===== src/rtl/fifo_write_arbiter.sv =====
// fifo_write_arbiter: round-robin arbiter that shares one synchronous FIFO
// write port among N_REQ valid/ready/last producers. It grants one producer
// for a burst of at most MAX_BURST beats, pauses while the FIFO reports
// almost-full, and registers the write strobe and data into the FIFO.
//
// state    | meaning
// ---------+-----------------------------------------------------------
// ST_IDLE  | no grant; pick the next valid requester starting at ptr_q
// ST_BURST | requester gid_q owns the write port until last/cap/stall

module fifo_write_arbiter #(
   parameter int WIDTH     = 8,
   parameter int N_REQ     = 4,
   parameter int MAX_BURST = 4,
   parameter int ID_W      = $clog2(N_REQ)
) (
   input  logic                   i_CLK,
   input  logic                   i_RESET,
   input  logic [N_REQ-1:0]       i_VALID,
   input  logic [N_REQ-1:0]       i_LAST,
   input  logic [N_REQ*WIDTH-1:0] i_DATA,
   output logic [N_REQ-1:0]       o_READY,
   input  logic                   i_FIFO_ALMOST_FULL,
   input  logic                   i_FIFO_FULL,
   output logic                   o_FIFO_WR_EN,
   output logic [WIDTH-1:0]       o_FIFO_WR_DATA,
   output logic [N_REQ-1:0]       o_GRANT,
   output logic [ID_W-1:0]        o_GRANT_ID,
   output logic                   o_BUSY,
   output logic                   o_DROP
);

   typedef enum logic {ST_IDLE, ST_BURST} state_t;

   state_t            state_q, state_d;
   logic [ID_W-1:0]   ptr_q, ptr_d;
   logic [ID_W-1:0]   gid_q, gid_d;
   logic [7:0]        bcnt_q, bcnt_d;
   logic [N_REQ-1:0]  grant_q, grant_d;
   logic              wr_en_q;
   logic [WIDTH-1:0]  wr_data_q;
   logic              drop_q;

   logic              sel_found;
   logic [ID_W-1:0]   sel_id;
   logic [ID_W-1:0]   rr_idx;
   logic [ID_W-1:0]   next_id;
   logic              g_valid;
   logic              g_last;
   logic              accept;
   logic              cap_hit;

   assign g_valid = i_VALID[gid_q];
   assign g_last  = i_LAST[gid_q];
   assign accept  = (state_q == ST_BURST) && g_valid && !i_FIFO_ALMOST_FULL;
   assign cap_hit = (bcnt_q + 8'd1) == 8'(MAX_BURST);
   assign next_id = (gid_q == ID_W'(N_REQ - 1)) ? '0 : gid_q + 1'b1;

   // Round-robin search: first valid requester at or after ptr_q, wrapping.
   always_comb begin
      sel_found = 1'b0;
      sel_id    = ptr_q;
      rr_idx    = ptr_q;
      for (int i = 0; i < N_REQ; i++) begin
         rr_idx = ID_W'((int'(ptr_q) + i) % N_REQ);
         if (!sel_found && i_VALID[rr_idx]) begin
            sel_found = 1'b1;
            sel_id    = rr_idx;
         end
      end
   end

   // State register and arbitration bookkeeping.
   always_ff @(posedge i_CLK) begin
      if (i_RESET) begin
         state_q <= ST_IDLE;
         ptr_q   <= '0;
         gid_q   <= '0;
         bcnt_q  <= '0;
         grant_q <= '0;
      end else begin
         state_q <= state_d;
         ptr_q   <= ptr_d;
         gid_q   <= gid_d;
         bcnt_q  <= bcnt_d;
         grant_q <= grant_d;
      end
   end

   // Next-state logic; almost-full suppresses both new grants and the stall exit.
   always_comb begin
      state_d = state_q;
      ptr_d   = ptr_q;
      gid_d   = gid_q;
      bcnt_d  = bcnt_q;
      grant_d = grant_q;
      case (state_q)
         ST_IDLE: begin
            if (sel_found && !i_FIFO_ALMOST_FULL) begin
               state_d = ST_BURST;
               gid_d   = sel_id;
               bcnt_d  = '0;
               grant_d = N_REQ'(1) << sel_id;
            end
         end
         ST_BURST: begin
            if (accept) begin
               bcnt_d = bcnt_q + 8'd1;
               if (g_last || cap_hit) begin
                  state_d = ST_IDLE;
                  ptr_d   = next_id;
                  grant_d = '0;
               end
            end else if (!g_valid && !i_FIFO_ALMOST_FULL) begin
               state_d = ST_IDLE;
               ptr_d   = next_id;
               grant_d = '0;
            end
         end
         default: state_d = ST_IDLE;
      endcase
   end

   // Ready goes only to the granted requester, and only when the FIFO has room.
   always_comb begin
      o_READY = '0;
      if (state_q == ST_BURST && g_valid && !i_FIFO_ALMOST_FULL) begin
         o_READY[gid_q] = 1'b1;
      end
   end

   // Registered write path; reset squashes any in-flight write.
   always_ff @(posedge i_CLK) begin
      if (i_RESET) begin
         wr_en_q   <= 1'b0;
         wr_data_q <= '0;
         drop_q    <= 1'b0;
      end else begin
         wr_en_q <= accept;
         if (accept) begin
            wr_data_q <= i_DATA[gid_q*WIDTH +: WIDTH];
         end
         drop_q <= i_FIFO_FULL && wr_en_q;
      end
   end

   assign o_FIFO_WR_EN   = wr_en_q;
   assign o_FIFO_WR_DATA = wr_data_q;
   assign o_GRANT        = grant_q;
   assign o_GRANT_ID     = gid_q;
   assign o_BUSY         = (state_q == ST_BURST);
   assign o_DROP         = drop_q;

endmodule


===== config.mk =====
export PLATFORM = sky130hd
export DESIGN_NAME = fifo_write_arbiter
export DESIGN_NICKNAME = d
export VERILOG_FILES = /design/src/rtl/fifo_write_arbiter.sv
export SDC_FILE = /design/constraint.sdc
export NUM_CORES = 1
export LEC_CHECK = 0
export ABC_AREA = 1
export BUFFER_PORTS_ARGS = -buffer_cell sky130_fd_sc_hd__buf_2
export CAP_MARGIN = 25
export CORE_MARGIN = 2
export CORE_UTILIZATION = 40
export CTS_CLUSTER_SIZE = 8
export DETAILED_ROUTE_END_ITERATION = 7
export GPL_TIMING_DRIVEN = 0
export PLACE_DENSITY = 0.66
export SYNTH_ARGS = -nofsm -noshare
export SYNTH_HDL_FRONTEND = slang
export SYNTH_SLANG_ARGS = --single-unit

===== constraint.sdc =====
create_clock -name i_CLK -period 2.25 [get_ports i_CLK]
set_clock_uncertainty 0.1 [all_clocks]
set_input_delay 0.3375 -clock i_CLK [delete_from_list [all_inputs] [get_ports i_CLK]]
set_output_delay 0.3375 -clock i_CLK [all_outputs]
set_load 0.05 [all_outputs]

Yosys cells after proc, flatten, opt, wreduce, memory -nomap -nowiden

Index checks and enable logic that the tools add are counted.

Input port bits: 44
Output and inout bits: 21
Register bits: 27

Order comparisons: 6
Shifts and indexed selects: 2
Mux-type cells: 39
Add/sub/neg operators: 5
Reductions and logical operators: 20
Bitwise gates (word level): 1
Eq/ne operators: 7

Operators by type and width:

| kind                | number |
|---|---|
| $shiftx 32x6->8     | 1 |
| $mux 4              | 5 |
| $mux 8              | 2 |
| $pmux 8 s2          | 1 |
| $lt 2x3->1 const B  | 5 |
| $mux 1              | 15 |
| $mux 2              | 7 |
| $bmux 1 s2          | 6 |
| $logic_and 1x1->1   | 9 |
| $add 8x1->8 const B | 1 |
| $eq 8x3->1 const B  | 1 |
| $pmux 4 s2          | 1 |
| $reduce_and 3->1    | 2 |
| $logic_not 1->1     | 5 |
| $add 2x1->2 const B | 2 |
| $add 2x2->2 const B | 2 |
| $ne 2x1->1 const B  | 2 |
| $reduce_and 2->1    | 2 |
| $shl 1x2->4 const A | 1 |
| $ne 3x1->1 const B  | 1 |
| $ne 3x2->1 const B  | 1 |
| $demux 1 s2         | 1 |
| $eq 2x2->1 const B  | 1 |
| $ge 2x1->1 const B  | 1 |
| other kinds (5)     | 5 |

Depth between registers and ports, before layout

Depth in word-level cells: 15
Mapped depth: 14
Depth with buffers taken out: 13

Least setup slack after synthesis

Ideal clock, no wire load.

Path type: reg2out
Start: register gid_q[0] (netlist: o_GRANT_ID[0])
End: output o_READY[2]
Path slack: -0.254 ns
Arrival: 2.066 ns
Path buffers: 2
Stages on the path, launching flop included: 7
Cell sequence: dfxtp_1 > inv_1 > clkbuf_1 > clkbuf_1 > ha_1 > inv_1 > nor2_1

Cells in the longest elaborated chain, start to end: 5
Elaborated cells between the ends (all ways): 10

RTL lines:

| element                                                           | line     | source |
|---|---|---|
| from (decl)                                                       | 37       | `logic [ID_W-1:0] gid_q, gid_d;` |
| from (signal assigned)                                            | 84       | `gid_q <= gid_d;` |
| $lt 2x3->1 (implied by the code), or another cell as far along    | 128      | `o_READY[gid_q] = 1'b1;` |
| $logic_and 1x1->1 (implied by the code) or $mux 1 (tied branches) | 128, 53  |  |
| $mux 1 (implied by the code) or $logic_and 1x1->1 (tied branches) | 128, 127 |  |
| $demux 1 s2 or $logic_and 1x1->1 (tied branches)                  | 128, 127 |  |
| $mux 4 (*)                                                        | 127      | `if (state_q == ST_BURST && g_valid && !i_FIFO_ALMOST_FULL) begin` |
| to (decl)                                                         | 22       | `output logic [N_REQ-1:0] o_READY,` |

Every way passes the cells marked *; elsewhere a longest branch is shown, timed or not. The select of a mux whose other input is x is not followed.

Final worst setup path

Start: register gid_q[0] (netlist: o_GRANT_ID[0])
End: output o_READY[0]

The elaborated chain is that of the path after synthesis.

==> Flow_metrics.wiki <==
{| class="wikitable"
! Metric !! Value
|-
| Synth Area in Simple Gates || around 40%
|-
| Highest metal used || met4
|-
| Routed met3 length || between 200 and 300 microns
|-
| Final count of hold timing violations || 0
|-
| Worst IR Drop VDD || roughly 0.31 mV
|-
| Hold WC Path Type || input pin to flip-flop
|-
| Setup_tns || 0 ns
|-
| Worst-Margin Slew || roughly 0.56 ns
|-
| Cell Rows || 24
|-
| Post-route cell area || around 2300 sq um
|-
| Maximum number of buffers from clock root to sink || 2
|-
| Area of the die || ~5200 sq um
|-
| Library cell contributing the largest single delay on the critical path || dfxtp_2
|-
| Count of buffers inserted at the top-level ports || 63
|-
| N_diodes || 0
|-
| Synth Register Bits || 27
|-
| Count of flip-flops with a built-in enable after synthesis || 0
|-
| Endpoints failing setup || 0
|-
| Fraction of the mapped netlist area in compound gates || between 10% and 20%
|-
| Dominant combinational cell family by area after synthesis || simple AND/OR/NAND/NOR gates
|-
| Wirelength per Cell || between 10 and 15 microns
|-
| Worst Hold Slack || roughly 0.18 ns
|-
| Prevailing post-synth register cell || dfxtp_1
|-
| Share of synthesized registers carrying an async set or reset || 0%
|-
| Cell leakage power || about 0.0011 uW
|-
| Pin count of the biggest net entering global routing || 15
|-
| Final critical delay including setup and external delays || 2.11 ns
|-
| Effective utilization at floorplan || a little over two fifths
|-
| Post-synthesis mux area share || 0%
|-
| Clock sink count || 27
|-
| Core region area || ~4400 sq um
|-
| Total via count after detailed routing || 2027
|-
| Die Height || approximately 72 microns
|-
| Number of library cell types mapped by synthesis || 31
|-
| Worst endpoint data arrival time || 1.67 ns
|-
| DRT met1 WL || approximately 2200 microns
|-
| Number of nets in the final layout || 419
|-
| Netlist area before placement || about 1800 sq um
|-
| Clock tree from TritonCTS || built
|-
| Clock-pin transition on the worst setup and hold timing paths || around 0.090 ns
|-
| Maximum cell stage delay along the critical path || between 0.3 and 0.4 ns
|-
| Number of antenna-violating nets in the routed design || 0
|-
| Setup repair after global routing missed its margin || no
|-
| Total of warnings raised by yosys || 0
|-
| Insertion delay to the later sink of the worst-skew pair || roughly 0.27 ns
|-
| Residual overflow from global routing || 0
|-
| Worst-case headroom to the max-slew limit || a little over three fifths
|-
| Area added between synthesis and finish || 24.8%
|-
| IO Pins || between 60 and 70
|-
| Placed Area || ~2200 sq um
|-
| Die outline width || slightly above 70 microns
|-
| Top fanout value on the critical path || 11
|-
| Number of global-route vias before repair || about 1.8k
|-
| Post-Syn Area per Cell || between 6 and 7 sq um
|-
| Via-per-instance ratio || ~4.8
|-
| Count of TritonRoute iterations in the first routing pass || 4
|-
| Final-report max-slew violation count || 0
|-
| Wire length of the first global-routing pass || slightly below 8000 microns
|-
| Cell at the root of the clock tree || clkbuf_8
|-
| Post-synthesis net count || around 350
|-
| Cell-by-cell listing of the critical path || inv_1, clkbuf_2, buf_4, ha_1, inv_1, nor2_2, buf_4
|-
| Total track usage || around 18%
|-
| Period utilisation layout || between 90 and 100%
|-
| Max-cap viol count || 0
|-
| PwrDens || around 550 nW/um^2
|-
| Adder and majority cell fraction of the synthesized area || about 3.4%
|-
| Result of the run || finished, final reports clean
|-
| Delay-heaviest family, CP || buffers and inverters
|-
| Instance count of the mapped netlist || slightly above 300
|-
| Fraction of layout instances using a drive strength above 1 || 26.0%
|-
| Post-cts hold buffer count || 0
|-
| HPWL reported at the end of detailed placement || around 3600 microns
|-
| Placement Setup Slack || -0.101 ns
|-
| Type of origin of the critical path || flip-flop
|-
| Met2 wire len || 2120 microns
|-
| Initial DRC Count || just over 70
|-
| Number of remaining DRC errors || 0
|-
| Data required time at the worst endpoint || approximately 1.8 ns
|-
| Crit. End Element || output pin
|-
| Maximum operating frequency || 473 MHz
|-
| Drt total wl || 4570 microns
|-
| Critical path start-end classification || flip-flop to output pin
|-
| H-tree levels || 1
|-
| Total buffers and inverters traversed by the critical path || 5
|-
| Weighted congestion reported at the end of routability-driven placement || 0.892
|-
| Share of the synthesized netlist area taken by xor and xnor gates || less than 1%
|-
| Setup slack after layout || between 0.1 and 0.15 ns
|-
| Initial antenna violation count || 0
|-
| Number of buffers created by CTS || 3
|-
| Post-synthesis sequential area ratio || 29.4%
|}
==> worst min-delay path: stages <==
cell     delay [ns]
buf_2          0.09
nand2_1        0.05
nor2_1         0.03
==> metal layers <==
metal	vias to the layer above	track usage, %
met5	-	0
met4	0	3.14
met3	2	4.22
met2	52	33.8
met1	866	22.2
li1	1107	-
==> timing repair <==
action / in CTS / in global routing
endpoints found under the setup margin: 4 / 4
endpoints found under the hold margin: 0 / 0
buffers inserted: 0 / 0
gates resized for setup: 6 / 7
==> state kept, by name (all words and copies together), names as in the netlist <==
name and cells:
o_GRANT_ID 2, o_DROP 1, o_FIFO_WR_EN 1, o_BUSY 1
ptr_q 2, o_FIFO_WR_DATA 8, bcnt_q 8, o_GRANT 4
==> path summary, 6_finish.rpt <==
| path | endpoint | depth (start not counted) | slack (ns) | startpoint |
|---|---|---|---|---|
| max | o_READY[0] | 7 | 0.14 | o_GRANT_ID[0] |
| max reg2reg | o_GRANT[2] | 10 | 0.37 | bcnt_q[0] |
| min reg2reg | o_DROP | 2 | 0.33 | o_FIFO_WR_EN |
| min | o_DROP | 3 | 0.18 | i_FIFO_FULL |
==> placed cells by master, fill, tap and decap left out, drive strengths merged <==
cell and instances:
clkbuf 13, o21a 1, o22ai 1, o21ai 33, dfxtp 27, ha 5
nor2 51, or2 1, nand3 19, nand3b 2, a31oi 9, nand2 91
a211oi 1, nor3b 1, clkinv 1, xor2 2, inv 25, a21oi 16
buf 68, nand4 2
==> synthesized netlist by cell type, types with 3 or more instances <==
library cell	count	area [sq um]
a21oi_1	14	70.1
buf_2	3	15.0
clkbuf_1	8	30.0
dfxtp_1	27	541
nand2_2	3	18.8
a31oi_1	9	56.3
inv_1	21	78.8
o21ai_0	32	160
inv_2	4	15.0
ha_1	5	62.6
nand2_1	87	327
nand3_1	16	80.1
nor2_1	48	180
==> power breakdown <==
group,switching [uW],internal (uW),leakage [uW]
sequential,17.7,503,0.000220
combinational,315,149,0.000898
clock,144,127,0.0000228
total,476,779,0.00114
==> area by class of cell <==
cell class / count / area [sq um]
tap: 52 / 65.1
sequential: 27 / 542
clock buffer: 4 / 45.0
buffer: 14 / 77.6
fill: 463 / 2090
timing repair buffer: 63 / 325
inverter: 26 / 97.6
multi-input combinational: 235 / 1140
==> logic make-up (layout without fill, tap and decap cells) <==
group | count (synthesis) | in the layout
adder cells (fa/ha/maj) | 5 | 5
AND/OR/NAND/NOR | 167 | 167
buffers and inverters | 40 | 107
AO/OA/AOI/OAI | 61 | 61
flip-flops | 27 | 27
XOR/XNOR | 2 | 2
==> per-stage QoR <==
stage / std cells / util (%) / total power (uW)
floorplan: 302 / - / 864
global placement: 417 / 50.7 / 988
global route: 421 / 52.3 / 1340
finish: 421 / 52.3 / 1250
detailed placement: 417 / 50.7 / 990
CTS: 421 / 52.1 / 1270
Note: power is estimated with default switching activity, not from simulation.
